## config.mk

```make
export PLATFORM = sky130hd
export DESIGN_NAME = wifi_uart_tx
export DESIGN_NICKNAME = d
export VERILOG_FILES = /design/src/rtl/wifi_uart_pkg.sv /design/src/rtl/wifi_tx_fifo.sv /design/src/rtl/wifi_uart_tx.sv
export SDC_FILE = /design/constraint.sdc
export NUM_CORES = 1
export LEC_CHECK = 0
export CAP_MARGIN = 40
export CORE_UTILIZATION = 55
export DETAILED_ROUTE_END_ITERATION = 7
export GPL_ROUTABILITY_DRIVEN = 0
export GPL_TIMING_DRIVEN = 0
export PLACE_DENSITY = 0.79
export SKIP_LAST_GASP = 1
export SLEW_MARGIN = 20
export SYNTH_ARGS = -nofsm -noshare
export SYNTH_HDL_FRONTEND = slang
export SYNTH_SLANG_ARGS = --single-unit
```

## constraint.sdc

```tcl
create_clock -name clk -period 3.75 [get_ports clk]
set_input_delay 0.375 -clock clk [delete_from_list [all_inputs] [get_ports clk]]
set_output_delay 0.375 -clock clk [all_outputs]
set_load 0.005 [all_outputs]
```

## src/rtl/wifi_uart_pkg.sv

```systemverilog
// rtl/wifi_uart_pkg.sv - shared FSM encoding, frame constants and baud divisor helper
package wifi_uart_pkg;

    localparam logic [1:0] ST_IDLE  = 2'd0;
    localparam logic [1:0] ST_START = 2'd1;
    localparam logic [1:0] ST_DATA  = 2'd2;
    localparam logic [1:0] ST_STOP  = 2'd3;

    localparam int DATA_BITS  = 8;
    localparam int FRAME_BITS = 10;

    function automatic int calc_div(input int clk_hz, input int baud);
        return clk_hz / baud;
    endfunction

endpackage

```

## src/rtl/wifi_tx_fifo.sv

```systemverilog
// rtl/wifi_tx_fifo.sv - synchronous byte FIFO feeding the UART transmitter
module wifi_tx_fifo
    import wifi_uart_pkg::*;
#(
    parameter int DEPTH = 4,
    parameter int WIDTH = DATA_BITS
) (
    input  logic             clk,
    input  logic             rst_n,
    input  logic             push,
    input  logic [WIDTH-1:0] push_data,
    input  logic             pop,
    output logic [WIDTH-1:0] pop_data,
    output logic             full,
    output logic             empty
);
    localparam int AW = $clog2(DEPTH);
    localparam logic [AW:0] FULL_CNT = DEPTH[AW:0];

    logic [WIDTH-1:0] mem [DEPTH];
    logic [AW-1:0]    wr_ptr;
    logic [AW-1:0]    rd_ptr;
    logic [AW:0]      count;
    logic             do_push;
    logic             do_pop;

    assign full     = (count == FULL_CNT);
    assign empty    = (count == '0);
    assign do_push  = push && !full;
    assign do_pop   = pop && !empty;
    assign pop_data = mem[rd_ptr];

    always_ff @(posedge clk or negedge rst_n) begin
        if (!rst_n) begin
            wr_ptr <= '0;
            rd_ptr <= '0;
            count  <= '0;
        end else begin
            if (do_push) wr_ptr <= wr_ptr + 1'b1;
            if (do_pop)  rd_ptr <= rd_ptr + 1'b1;
            case ({do_push, do_pop})
                2'b10:   count <= count + 1'b1;
                2'b01:   count <= count - 1'b1;
                default: count <= count;
            endcase
        end
    end

    // Storage needs no reset: count gates every read.
    always_ff @(posedge clk) begin
        if (do_push) mem[wr_ptr] <= push_data;
    end

endmodule

```

## src/rtl/wifi_uart_tx.sv

```systemverilog
// rtl/wifi_uart_tx.sv - 8N1 UART transmitter driving TXD toward the WiFi module
// Defining WIFI_TX_FIFO_EN adds an input FIFO and back-to-back frames.
module wifi_uart_tx
    import wifi_uart_pkg::*;
#(
    parameter int CLK_HZ     = 50000000,
    parameter int BAUD       = 115200,
    parameter int FIFO_DEPTH = 4
) (
    input  logic       clk,
    input  logic       rst_n,
    input  logic [7:0] tx_data,
    input  logic       tx_valid,
    output logic       tx_ready,
    output logic       txd,
    output logic       busy
);
    localparam int              DIV       = calc_div(CLK_HZ, BAUD);
    localparam int              CW        = $clog2(DIV);
    localparam logic [CW-1:0]   BAUD_LAST = CW'(DIV - 1);
    localparam logic [2:0]      BIT_LAST  = 3'(DATA_BITS - 1);

    if (DIV < 2) begin : g_bad_div
        $error("wifi_uart_tx: CLK_HZ/BAUD must be at least 2");
    end
    if (FIFO_DEPTH < 2 || (FIFO_DEPTH & (FIFO_DEPTH - 1)) != 0) begin : g_bad_depth
        $error("wifi_uart_tx: FIFO_DEPTH must be a power of two >= 2");
    end

    logic [1:0]    state;
    logic [CW-1:0] baud_cnt;
    logic [2:0]    bit_cnt;
    logic [7:0]    shift;
    logic          bit_done;
    logic          accept;
    logic          load;
    logic [7:0]    load_data;

    assign bit_done = (baud_cnt == BAUD_LAST);
    assign accept   = tx_valid && tx_ready;

`ifdef WIFI_TX_FIFO_EN
    logic fifo_full;
    logic fifo_empty;

    wifi_tx_fifo #(
        .DEPTH (FIFO_DEPTH),
        .WIDTH (DATA_BITS)
    ) u_fifo (
        .clk       (clk),
        .rst_n     (rst_n),
        .push      (accept),
        .push_data (tx_data),
        .pop       (load),
        .pop_data  (load_data),
        .full      (fifo_full),
        .empty     (fifo_empty)
    );

    assign tx_ready = !fifo_full;
    assign busy     = (state != ST_IDLE) || !fifo_empty;
    // Reloading at the end of STOP keeps queued frames gap-free.
    assign load     = !fifo_empty && ((state == ST_IDLE) || (state == ST_STOP && bit_done));
`else
    assign tx_ready  = (state == ST_IDLE);
    assign busy      = (state != ST_IDLE);
    assign load      = accept;
    assign load_data = tx_data;
`endif

    always_ff @(posedge clk or negedge rst_n) begin
        if (!rst_n) begin
            state    <= ST_IDLE;
            baud_cnt <= '0;
            bit_cnt  <= '0;
            shift    <= '0;
        end else begin
            baud_cnt <= (state == ST_IDLE || bit_done) ? '0 : baud_cnt + 1'b1;
            case (state)
                ST_IDLE: begin
                    if (load) begin
                        shift <= load_data;
                        state <= ST_START;
                    end
                end
                ST_START: begin
                    if (bit_done) begin
                        bit_cnt <= '0;
                        state   <= ST_DATA;
                    end
                end
                ST_DATA: begin
                    if (bit_done) begin
                        shift   <= {1'b0, shift[7:1]};
                        bit_cnt <= bit_cnt + 3'd1;
                        if (bit_cnt == BIT_LAST) state <= ST_STOP;
                    end
                end
                default: begin
                    if (bit_done) begin
                        if (load) begin
                            shift <= load_data;
                            state <= ST_START;
                        end else begin
                            state <= ST_IDLE;
                        end
                    end
                end
            endcase
        end
    end

    // Line level follows the state one cycle later so txd stays a clean flop output.
    always_ff @(posedge clk or negedge rst_n) begin
        if (!rst_n) begin
            txd <= 1'b1;
        end else begin
            case (state)
                ST_START: txd <= 1'b0;
                ST_DATA:  txd <= shift[0];
                default:  txd <= 1'b1;
            endcase
        end
    end

endmodule
```

==> results by group, run 1 <==
Clock tree
  • Hold-fix buffers, CTS: 0
  • Worst skew pair latency: ~0.30 ns
  • Setup bufs post-CTS: 0
  • CTS Buffer Depth: 2
  • Clock Pin Slew Worst Setup and Hold Paths: between 0.1 and 0.15 ns
  • Sink Count: 23
  • CTS Buf Count: 3
  • CTS tree: done
  • H-tree levels: 1
  • PostCTS Resize Cnt: 0
  • Root Driver: clkbuf_4

Worst setup path
  • CP Data Arrival Time: about 1.7 ns
  • Critical path peak fanout: 6
  • CP Launch Type: flop
  • Critical Path RT: ~3.4 ns
  • Worst Setup End Kind: output pin
  • WS Path Type: flop to output pin

Route
  • Routed vias: 876
  • Drt drc: 0
  • Routed len/inst: between 10 and 15 microns
  • Vias/cell: 5.73
  • Routed Antenna Nets: 0
  • Post-Route WL: between 2 and 2.5 mm
  • DRT Pass-1 Iters: 4
  • Drt first-iter violations: 13

Synthesis
  • Seq/Total Area, Yosys: roughly 48%
  • Register bit total from synthesis: 23
  • Share of the synthesized area in the top cell type: a little under half
  • Synth Flop Type: dfrtp_1
  • EDFF count, synth: 0
  • Fraction of registers with async set/reset: 100%
  • Net Count, Synth: roughly 130
  • Yosys cell types: 30
  • Yosys warns: 0
  • Post-Synthesis Cells: about 110
  • Largest cells by area after synthesis: dfrtp_1 46%, ha_1 8.3%, o221a_2 6.5%, or2b_1 5.0%, nor2_1 2.8%
  • Mapped Area: around 1200 sq um
  • Area leader, netlist: dfrtp_1
  • Syn Area/Cell: between 10 and 15 sq um

Floorplanning
  • # IOs: 14
  • Die width: ~49 microns
  • Num rows: 16
  • Die area: approximately 2400 sq um
  • Core box area: just over 2000 sq um
  • Die Span Y: just under 50 microns
  • Starting density of the core: approximately 60%

Worst hold path
  • Hold WC Path Type: input pin to asynchronous set/reset pin

GRT
  • Antenna violations before repair: 0
  • Pin count of the biggest net entering global routing: 14
  • Total Routing Usage GR: a little over a fifth
  • First-pass GRT wire length: between 3 and 4 mm
  • Congestion Overflow GR: 0
  • Vias in the first global route: just under 900

STA
  • Slew @ Worst Pin: between 0.6 and 0.7 ns
  • Slew headroom: between 50% and 60%
  • Setup_tns: 0 ns
  • Fmax: between 0.4 and 0.5 GHz
  • Post-layout worst setup margin: 1.64 ns
  • Final Cycle Share: 56.2%
  • Minimum clock period: 2.11 ns
  • Final Hold Vio Count: 0
  • Slew Limit Fails: 0
  • # setup viols final: 0
  • Clock Skew: roughly 0.007 ns
  • RSZ-0062 raised after global routing: no

Final layout
  • Most common cell after layout, fill and taps aside: dfrtp_1
  • Layout Nets: 146
  • Layout area overhead: 17.0%
  • Most frequent cells in the layout: 22 x dfrtp_1, 13 x clkdlybuf4s50_1, 9 x nor2_1, 8 x or2b_1, 8 x ha_1
  • Fraction of layout instances using a drive strength above 1: between 15 and 20%
  • Diodes inserted: 0
  • Non-Filler Instances: roughly 150
  • Fin util: a little over two thirds

Power and ir drop
  • Leak pwr: around 0.62 nW
  • Power per cell area: between 200 and 300 nW/um^2
  • Peak VDD IR: about 0.16 mV

Place
  • Pre-CTS setup slack: 1.61 ns
  • Dpl cells: ~150
  • Port Buf Inserts: 13
  • Dpl hpwl: 1.64 mm

Run
  • Max-cap violations: 0

Status
  • Status: complete, no violations
worst paths after layout:
check / startpoint / to / slack [ns] / cells after the start
setup reg to reg: state[0] / shift[1] / 1.66 / 6
min in group clk: shift[0] / txd / 0.50 / 2
max in group asynchronous: rst_n / shift[7] / 2.86 / 2
hold / removal: rst_n / baud_cnt[6] / 0.41 / 1
hold reg to reg: shift[0] / txd / 0.50 / 2
setup / recovery: state[1] / busy / 1.64 / 4
metal layers:
layer  up-vias  GRT usage (%)  wire length [microns]
met5         -              0                      0
met1       423           27.9                   1000
met2        19           34.0                   1020
met3         4           4.67                     71
met4         0           8.82                     24
li1        430              -                      -
critical path, stage by stage (launching register included):
cell and delay [ns]:
dfrtp_1 0.43, inv_1 0.08, ha_1 0.25, inv_1 0.15, clkdlybuf4s50_1 0.52
metrics by stage:
step | area, sq um | hold WS [ns] | power, mW
2_1_floorplan | 1210 | 0.0794 | 0.253
3_3_place_gp | 1370 | 0.479 | 0.268
3_5_place_dp | 1390 | 0.488 | 0.270
4_1_cts | 1410 | 0.430 | 0.381
5_1_grt | 1410 | 0.430 | 0.394
6_report | 1410 | 0.407 | 0.375
logic make-up after synthesis:
family / after synthesis / synth area share (%)
buffers and inverters: 6 / 2.18
DFF: 23 / 47.8
xor gates and xnor gates: 5 / 3.63
adders and majority gates: 8 / 8.29
and+or+nand+nor: 43 / 21.1
AOI/OAI and AO/OA: 20 / 14.1
muxes: 3 / 2.90
flip-flops by register name, indices dropped and copies added, names as in the netlist:
signal    flops
baud_cnt      9
shift         8
txd           1
bit_cnt       3
state         2
final cells by class:
class / count / area (sq um)
fill: 159 / 609
tap: 27 / 33.8
clock buffer: 4 / 26.3
sequential: 23 / 577
buffer: 1 / 7.51
inverter: 5 / 18.8
timing repair buffer: 14 / 145
multi-input combinational: 79 / 604
power by group:
group	total [mW]	internal (mW)	switching [mW]
Clock	0.111	0.0415	0.0692
Sequential	0.248	0.248	0
Combinational	0.0168	0.0106	0.00627
Total	0.375	0.300	0.0755
synthesized netlist by cell type (2+ instances only):
cell,number
dfrtp_1,22
nor2_1,9
ha_1,8
or2b_1,8
nand2_1,7
o221a_2,7
nand3_1,6
inv_1,5
nor3_1,5
a21oi_1,4
o21ai_0,3
xnor2_1,3
a32o_1,2
mux2i_1,2
xor2_1,2
No activity file was read; power rests on OpenSTA's default activity.
==> run 2: changes to the inputs <==
CORE_UTILIZATION = 49   (was 55)
PLACE_DENSITY = 0.74   (was 0.79)
clock period = 1.81 ns   (was 3.75 ns; I/O delays follow)
==> run 2 against run 1 <==
Flip-flop and latch count did not move. Clock-buffer cell count fell by 1. Critical path depth rose by 1. Sequential power rose by 110%. Sequential share of layout area fell by 1.7 points. Total power rose by 110%. Routed wire length fell by 1.7%. Via count rose by 0.91%. Worst setup slack got worse by 1.6 ns.
==> results by group, run 2 (synthesis gave the netlist of run 1 again) <==
Status
  • Status: complete, no violations

Floorplanning
  • Core box area: 2280 sq um (+13%)
  • Die width: 51.6 microns (+5.7%)
  • Starting density of the core: 53.1% (-6.7 points)
  • Num rows: 17 (+1)
  • Die area: 2670 sq um (+12%)
  • Die Span Y: 51.6 microns (+5.7%)
  • # IOs: 14 (unchanged)

Power and ir drop
  • Power consumption: 782 uW (+110%)
  • Peak VDD IR: 0.445 mV (+180%)
  • Power per cell area: 531 nW/um^2 (+100%)
  • Leak pwr: 0.638 nW (+2.5%)

STA
  • # setup viols final: 0 (unchanged)
  • Slew Limit Fails: 0 (unchanged)
  • Final Hold Vio Count: 0 (unchanged)
  • Setup_tns: 0 ns (unchanged)
  • Minimum clock period: roughly 1.8 ns
  • RSZ-0062 raised after global routing: yes
  • Clock Skew: 0.00864 ns (+0.00159 ns)
  • Fmax: approximately 0.57 GHz
  • Final Cycle Share: between 90% and 100%
  • Slew headroom: 66.7% (+11 points)
  • Slew @ Worst Pin: 0.497 ns (-0.162 ns)

GRT
  • Vias in the first global route: 880 (+0.92%)
  • Congestion Overflow GR: 0 (unchanged)
  • Pin count of the biggest net entering global routing: 17 (+3)
  • Total Routing Usage GR: 18.4% (-2.8 points)
  • First-pass GRT wire length: 3.59 mm (-6.3%)
  • Antenna violations before repair: 0 (unchanged)

Final layout
  • Final instance area: 1470 sq um (+4.3%)
  • Diodes inserted: 0 (unchanged)
  • Layout area overhead: 22.1%
  • Max reg flops: 9 (unchanged)
  • Most frequent cells in the layout: 22 x dfrtp_1, 12 x clkdlybuf4s50_1, 9 x nor2_1, 8 x or2b_1
  • Biggest regs: baud_cnt: 9 flops, shift: 8 flops, bit_cnt: 3 flops
  • Layout Nets: 150 (+2.7%)
  • Fin util: 64.8% (-5.1 points)
  • Largest reg by FF count: baud_cnt
  • Most common cell after layout, fill and taps aside: dfrtp_1
  • Fraction of layout instances using a drive strength above 1: 23.1% (+7.2 points)

Worst setup path
  • Slowest-stage cell, CP: dfrtp_1
  • CP Data Arrival Time: 1.97 ns (+0.24 ns)
  • Worst Setup End Kind: flop
  • Worst r2r path cells: 5 (-1)
  • CP Cell Sequence: ha_1 -> and4b_2 -> and2_4 -> o221ai_2 -> mux2_4
  • CP Launch Type: flop
  • CP max stage delay: 0.43 ns (-0.09 ns)
  • R2r setup slk: 0.05 ns (-1.61 ns)
  • WS Path Type: flop to flop
  • Critical Path RT: 2.02 ns (-1.36 ns)
  • Critical path peak fanout: 5 (-1)

Route
  • Routed len/inst: 13.2 microns (-4.8%)
  • Routed vias: 884 (+0.91%)
  • Vias/cell: 5.59 (-2.3%)
  • DRT Pass-1 Iters: 4 (unchanged)
  • Drt drc: 0 (unchanged)
  • Drt first-iter violations: 20 (+7)
  • Routed Antenna Nets: 0 (unchanged)
  • Post-Route WL: 2.09 mm (-1.7%)

Clock tree
  • Hold-fix buffers, CTS: 0 (unchanged)
  • Worst skew pair latency: 0.31 ns (about the same)
  • Clock Pin Slew Worst Setup and Hold Paths: 0.13 ns (about the same)
  • CTS tree: done
  • H-tree levels: 1 (unchanged)
  • Root Driver: clkbuf_4
  • CTS Buf Count: 3 (unchanged)
  • Sink Count: 23 (unchanged)
  • CTS Buffer Depth: 2 (unchanged)

Place
  • Post-DP Area: 1390 sq um (about the same)
  • Port Buf Inserts: 13 (unchanged)
  • Dpl hpwl: 1.54 mm (-5.8%)

Worst hold path
  • Hold WC Path Type: input pin to asynchronous set/reset pin

Run
  • Max-cap violations: 0 (unchanged)
==> run 2: worst paths after layout <==
kind | endpoint | from
worst max-delay path | state[1] | baud_cnt[0]
worst min-delay path | state[1] | rst_n
worst max register to register | state[1] | baud_cnt[0]
worst min register to register | bit_cnt[2] | bit_cnt[2]
max in group asynchronous | txd | rst_n
min in group clk | bit_cnt[2] | bit_cnt[2]
==> run 2: through the flow <==
step           hold slack, ns  setup WS (ns)  std cells
2_1_floorplan          -0.115          0.158        108
3_3_place_gp            0.484         -0.151        149
3_5_place_dp            0.494         -0.233        150
4_1_cts                 0.142         0.0161        156
5_1_grt                 0.144       -0.00234        158
6_report                0.143         0.0516        158
==> run 2: layout make-up <==
class | count | area [sq um]
tap | 28 | 35.0
clock inverter | 1 | 5.00
timing repair buffer | 18 | 178
fill | 178 | 802
multi-input combinational | 79 | 631
buffer | 1 | 7.51
sequential | 23 | 577
inverter | 5 | 18.8
clock buffer | 3 | 22.5
==> run 2: routing by layer <==
| metal | wire, microns | up-vias | GRT usage (%) |
|---|---|---|---|
| met5 | 0 | - | 0 |
| met4 | 38 | 0 | 8.11 |
| met3 | 56 | 5 | 2.63 |
| met2 | 1020 | 15 | 32.0 |
| met1 | 977 | 428 | 22.5 |
| li1 | - | 436 | - |
==> run 2: worst max-delay path, delay by kind of cell, from the launching register on <==
kind                     cells  cell delay (ns)
flip-flops                   1             0.43
multiplexers                 1             0.33
adder cells (fa/ha/maj)      1             0.23
AO/OA/AOI/OAI                1             0.22
AND/OR/NAND/NOR              2             0.45
==> run 2: power by group <==
part | switching (mW) | internal (mW)
Clock | 0.151 | 0.0826
Sequential | 0 | 0.514
Combinational | 0.0125 | 0.0218
Total | 0.164 | 0.618
==> run 2: timing repair <==
action                     4_1_cts  5_1_grt
buffers inserted                 2        2
resized for setup                3        5
setup endpoints to repair        9       10
==> run 3: changes to the inputs <==
PLACE_DENSITY = 0.81   (was 0.74)
==> run 3 against run 2 <==
Final cell count shrank 1.3%. Worst setup slack lost 0.0062 ns. Critical path type unchanged. Die area is the same. Critical endpoint unchanged.
==> results by group, run 3 (synthesis gave the netlist of run 1 again) <==
Status
  • Status: complete, no violations

Worst setup path
  • CP Cell Sequence: ha_1 -> and4b_2 -> and2_4 -> o221ai_2 -> mux2_4
  • CP max stage delay: 0.43 ns (about the same)
  • Worst Setup End Kind: flop
  • WS Path Type: flop to flop
  • Slowest-stage cell, CP: dfrtp_1
  • CP Data Arrival Time: 1.98 ns (about the same)
  • Critical Path RT: 2.02 ns (about the same)
  • CP Launch Type: flop
  • Critical path peak fanout: 5 (unchanged)

Final layout
  • Multi-input gate area: 636 sq um (+0.79%)
  • Fraction of layout instances using a drive strength above 1: 21.9% (-1.2 points)
  • Layout area overhead: 21.1%
  • Most frequent cells in the layout: 22 x dfrtp_1, 12 x clkdlybuf4s50_1, 9 x nor2_1, 8 x or2b_1
  • Most common cell after layout, fill and taps aside: dfrtp_1
  • Final instance area: 1460 sq um (-0.76%)
  • Non-Filler Instances: 156 (-1.3%)
  • Layout Nets: 148 (-1.3%)
  • Biggest regs: baud_cnt: 9 flops, shift: 8 flops, bit_cnt: 3 flops
  • Max reg flops: 9 (unchanged)
  • Diodes inserted: 0 (unchanged)
  • FF+latch area: 577 sq um (unchanged)
  • Largest reg by FF count: baud_cnt
  • Fillcell total: 180 (+1.1%)

Clock tree
  • CTS Buffer Depth: 2 (unchanged)
  • Clock Pin Slew Worst Setup and Hold Paths: 0.13 ns (about the same)
  • Hold-fix buffers, CTS: 0 (unchanged)
  • Root Driver: clkbuf_4
  • Sink Count: 23 (unchanged)
  • CTS tree: done
  • CTS Buf Count: 3 (unchanged)
  • H-tree levels: 1 (unchanged)
  • Worst skew pair latency: 0.31 ns (about the same)

Route
  • Drt drc: 0 (unchanged)
  • Routed vias: 876 (-0.90%)
  • Vias/cell: 5.62 (+0.37%)
  • Routed Antenna Nets: 0 (unchanged)
  • Post-Route WL: 2.13 mm (+2.2%)
  • DRT Pass-1 Iters: 4 (unchanged)
  • Routed len/inst: 13.7 microns (+3.5%)
  • Drt first-iter violations: 18 (-10%)

Place
  • Dpl hpwl: 1.58 mm (+2.5%)
  • Dpl cells: 150 (unchanged)
  • Post-DP Area: 1390 sq um (unchanged)
  • Port Buf Inserts: 13 (unchanged)
  • Pre-CTS setup slack: -0.211 ns (+0.0219 ns)

Run
  • Max-cap violations: 0 (unchanged)

STA
  • Final Cycle Share: 97.5% (+0.34 points)
  • Fmax: 0.567 GHz (-0.35%)
  • Final Hold Vio Count: 0 (unchanged)
  • Clock Skew: 0.0103 ns (+0.00171 ns)
  • Slew headroom: 59.8% (-6.9 points)
  • RSZ-0062 raised after global routing: yes
  • # setup viols final: 0 (unchanged)
  • Slew @ Worst Pin: 0.601 ns (+0.105 ns)
  • Post-layout worst setup margin: 0.0454 ns (-0.00623 ns)
  • Slew Limit Fails: 0 (unchanged)
  • Minimum clock period: 1.76 ns (+0.00623 ns)

GRT
  • Vias in the first global route: 881 (+0.11%)
  • Pin count of the biggest net entering global routing: 13 (-4)
  • Total Routing Usage GR: 20.0% (+1.6 points)
  • First-pass GRT wire length: 3.93 mm (+9.2%)
  • Antenna violations before repair: 0 (unchanged)
  • Congestion Overflow GR: 0 (unchanged)

Floorplanning
  • Die Span Y: 51.6 microns (unchanged)
  • Die area: 2670 sq um (unchanged)
  • Starting density of the core: 53.1% (unchanged)
  • Num rows: 17 (unchanged)
  • # IOs: 14 (unchanged)
  • Core box area: 2280 sq um (unchanged)
  • Die width: 51.6 microns (unchanged)

Power and ir drop
  • Peak VDD IR: 0.358 mV (-20%)
  • Power consumption: 786 uW (+0.49%)
  • Leak pwr: 0.627 nW (-1.7%)
  • Power per cell area: 537 nW/um^2 (+1.3%)

Worst hold path
  • Hold WC Path Type: input pin to asynchronous set/reset pin
==> run 3: cell types whose count changed in the layout (fill, tap and decap cells not counted), sizes merged <==
cell    delta
buf        -2
clkinv     -1
clkbuf     +1
==> run 3: worst paths after layout <==
path	from	endpoint	slack (ns)	cells past startpoint
max	baud_cnt[0]	state[1]	0.05	5
min	rst_n	state[1]	0.23	1
max in group asynchronous	rst_n	shift[5]	1.08	2
min in group clk	baud_cnt[0]	baud_cnt[0]	0.50	1
max reg2reg	baud_cnt[0]	state[1]	0.05	5
min reg2reg	baud_cnt[0]	baud_cnt[0]	0.50	1
==> run 3: per-stage QoR <==
stage,TNS (ns),utilization [%],hold WS (ns)
4_1_cts,0,62.8,0.250
2_1_floorplan,0,-,-0.115
3_3_place_gp,-0.819,60.3,0.473
3_5_place_dp,-1.42,61.0,0.486
6_report,0,64.3,0.231
5_1_grt,-0.0190,64.3,0.265
==> run 3: what timing repair did <==
action                     4_1_cts  5_1_grt
setup endpoints to repair        9       10
buffers inserted                 1        1
gates cloned                     0        0
resized for setup                3        6
==> run 3: cell type report <==
| type | count | area share [%] |
|---|---|---|
| flip-flops and latches | 23 | 39.4 |
| clock buffers | 4 | 1.80 |
| multi-input cells | 79 | 43.5 |
| well taps | 28 | 2.40 |
| repair buffers | 16 | 11.1 |
| inverters | 5 | 1.28 |
| plain buffers | 1 | 0.513 |
==> run 3: critical path, delay by kind of cell (launching register included) <==
family                     cells  cell delay, ns
adders and majority gates      1            0.23
and+or+nand+nor                2            0.46
AOI/OAI and AO/OA              1            0.23
DFF                            1            0.43
muxes                          1            0.33
==> run 3: report_power, final <==
part / internal [mW] / switching (mW) / leakage (nW)
clock: 0.0861 / 0.151 / 0.0150
combinational: 0.0219 / 0.0132 / 0.319
sequential: 0.514 / 0 / 0.293
total: 0.622 / 0.164 / 0.627
==> run 3: per-layer routing <==
layer	GRT usage [%]	up-vias	part of all wire [%]
met1	26.3	417	46
met5	0	-	0
met2	32.5	20	50
li1	-	434	-
met3	2.92	5	3.1
met4	9.46	0	1.6
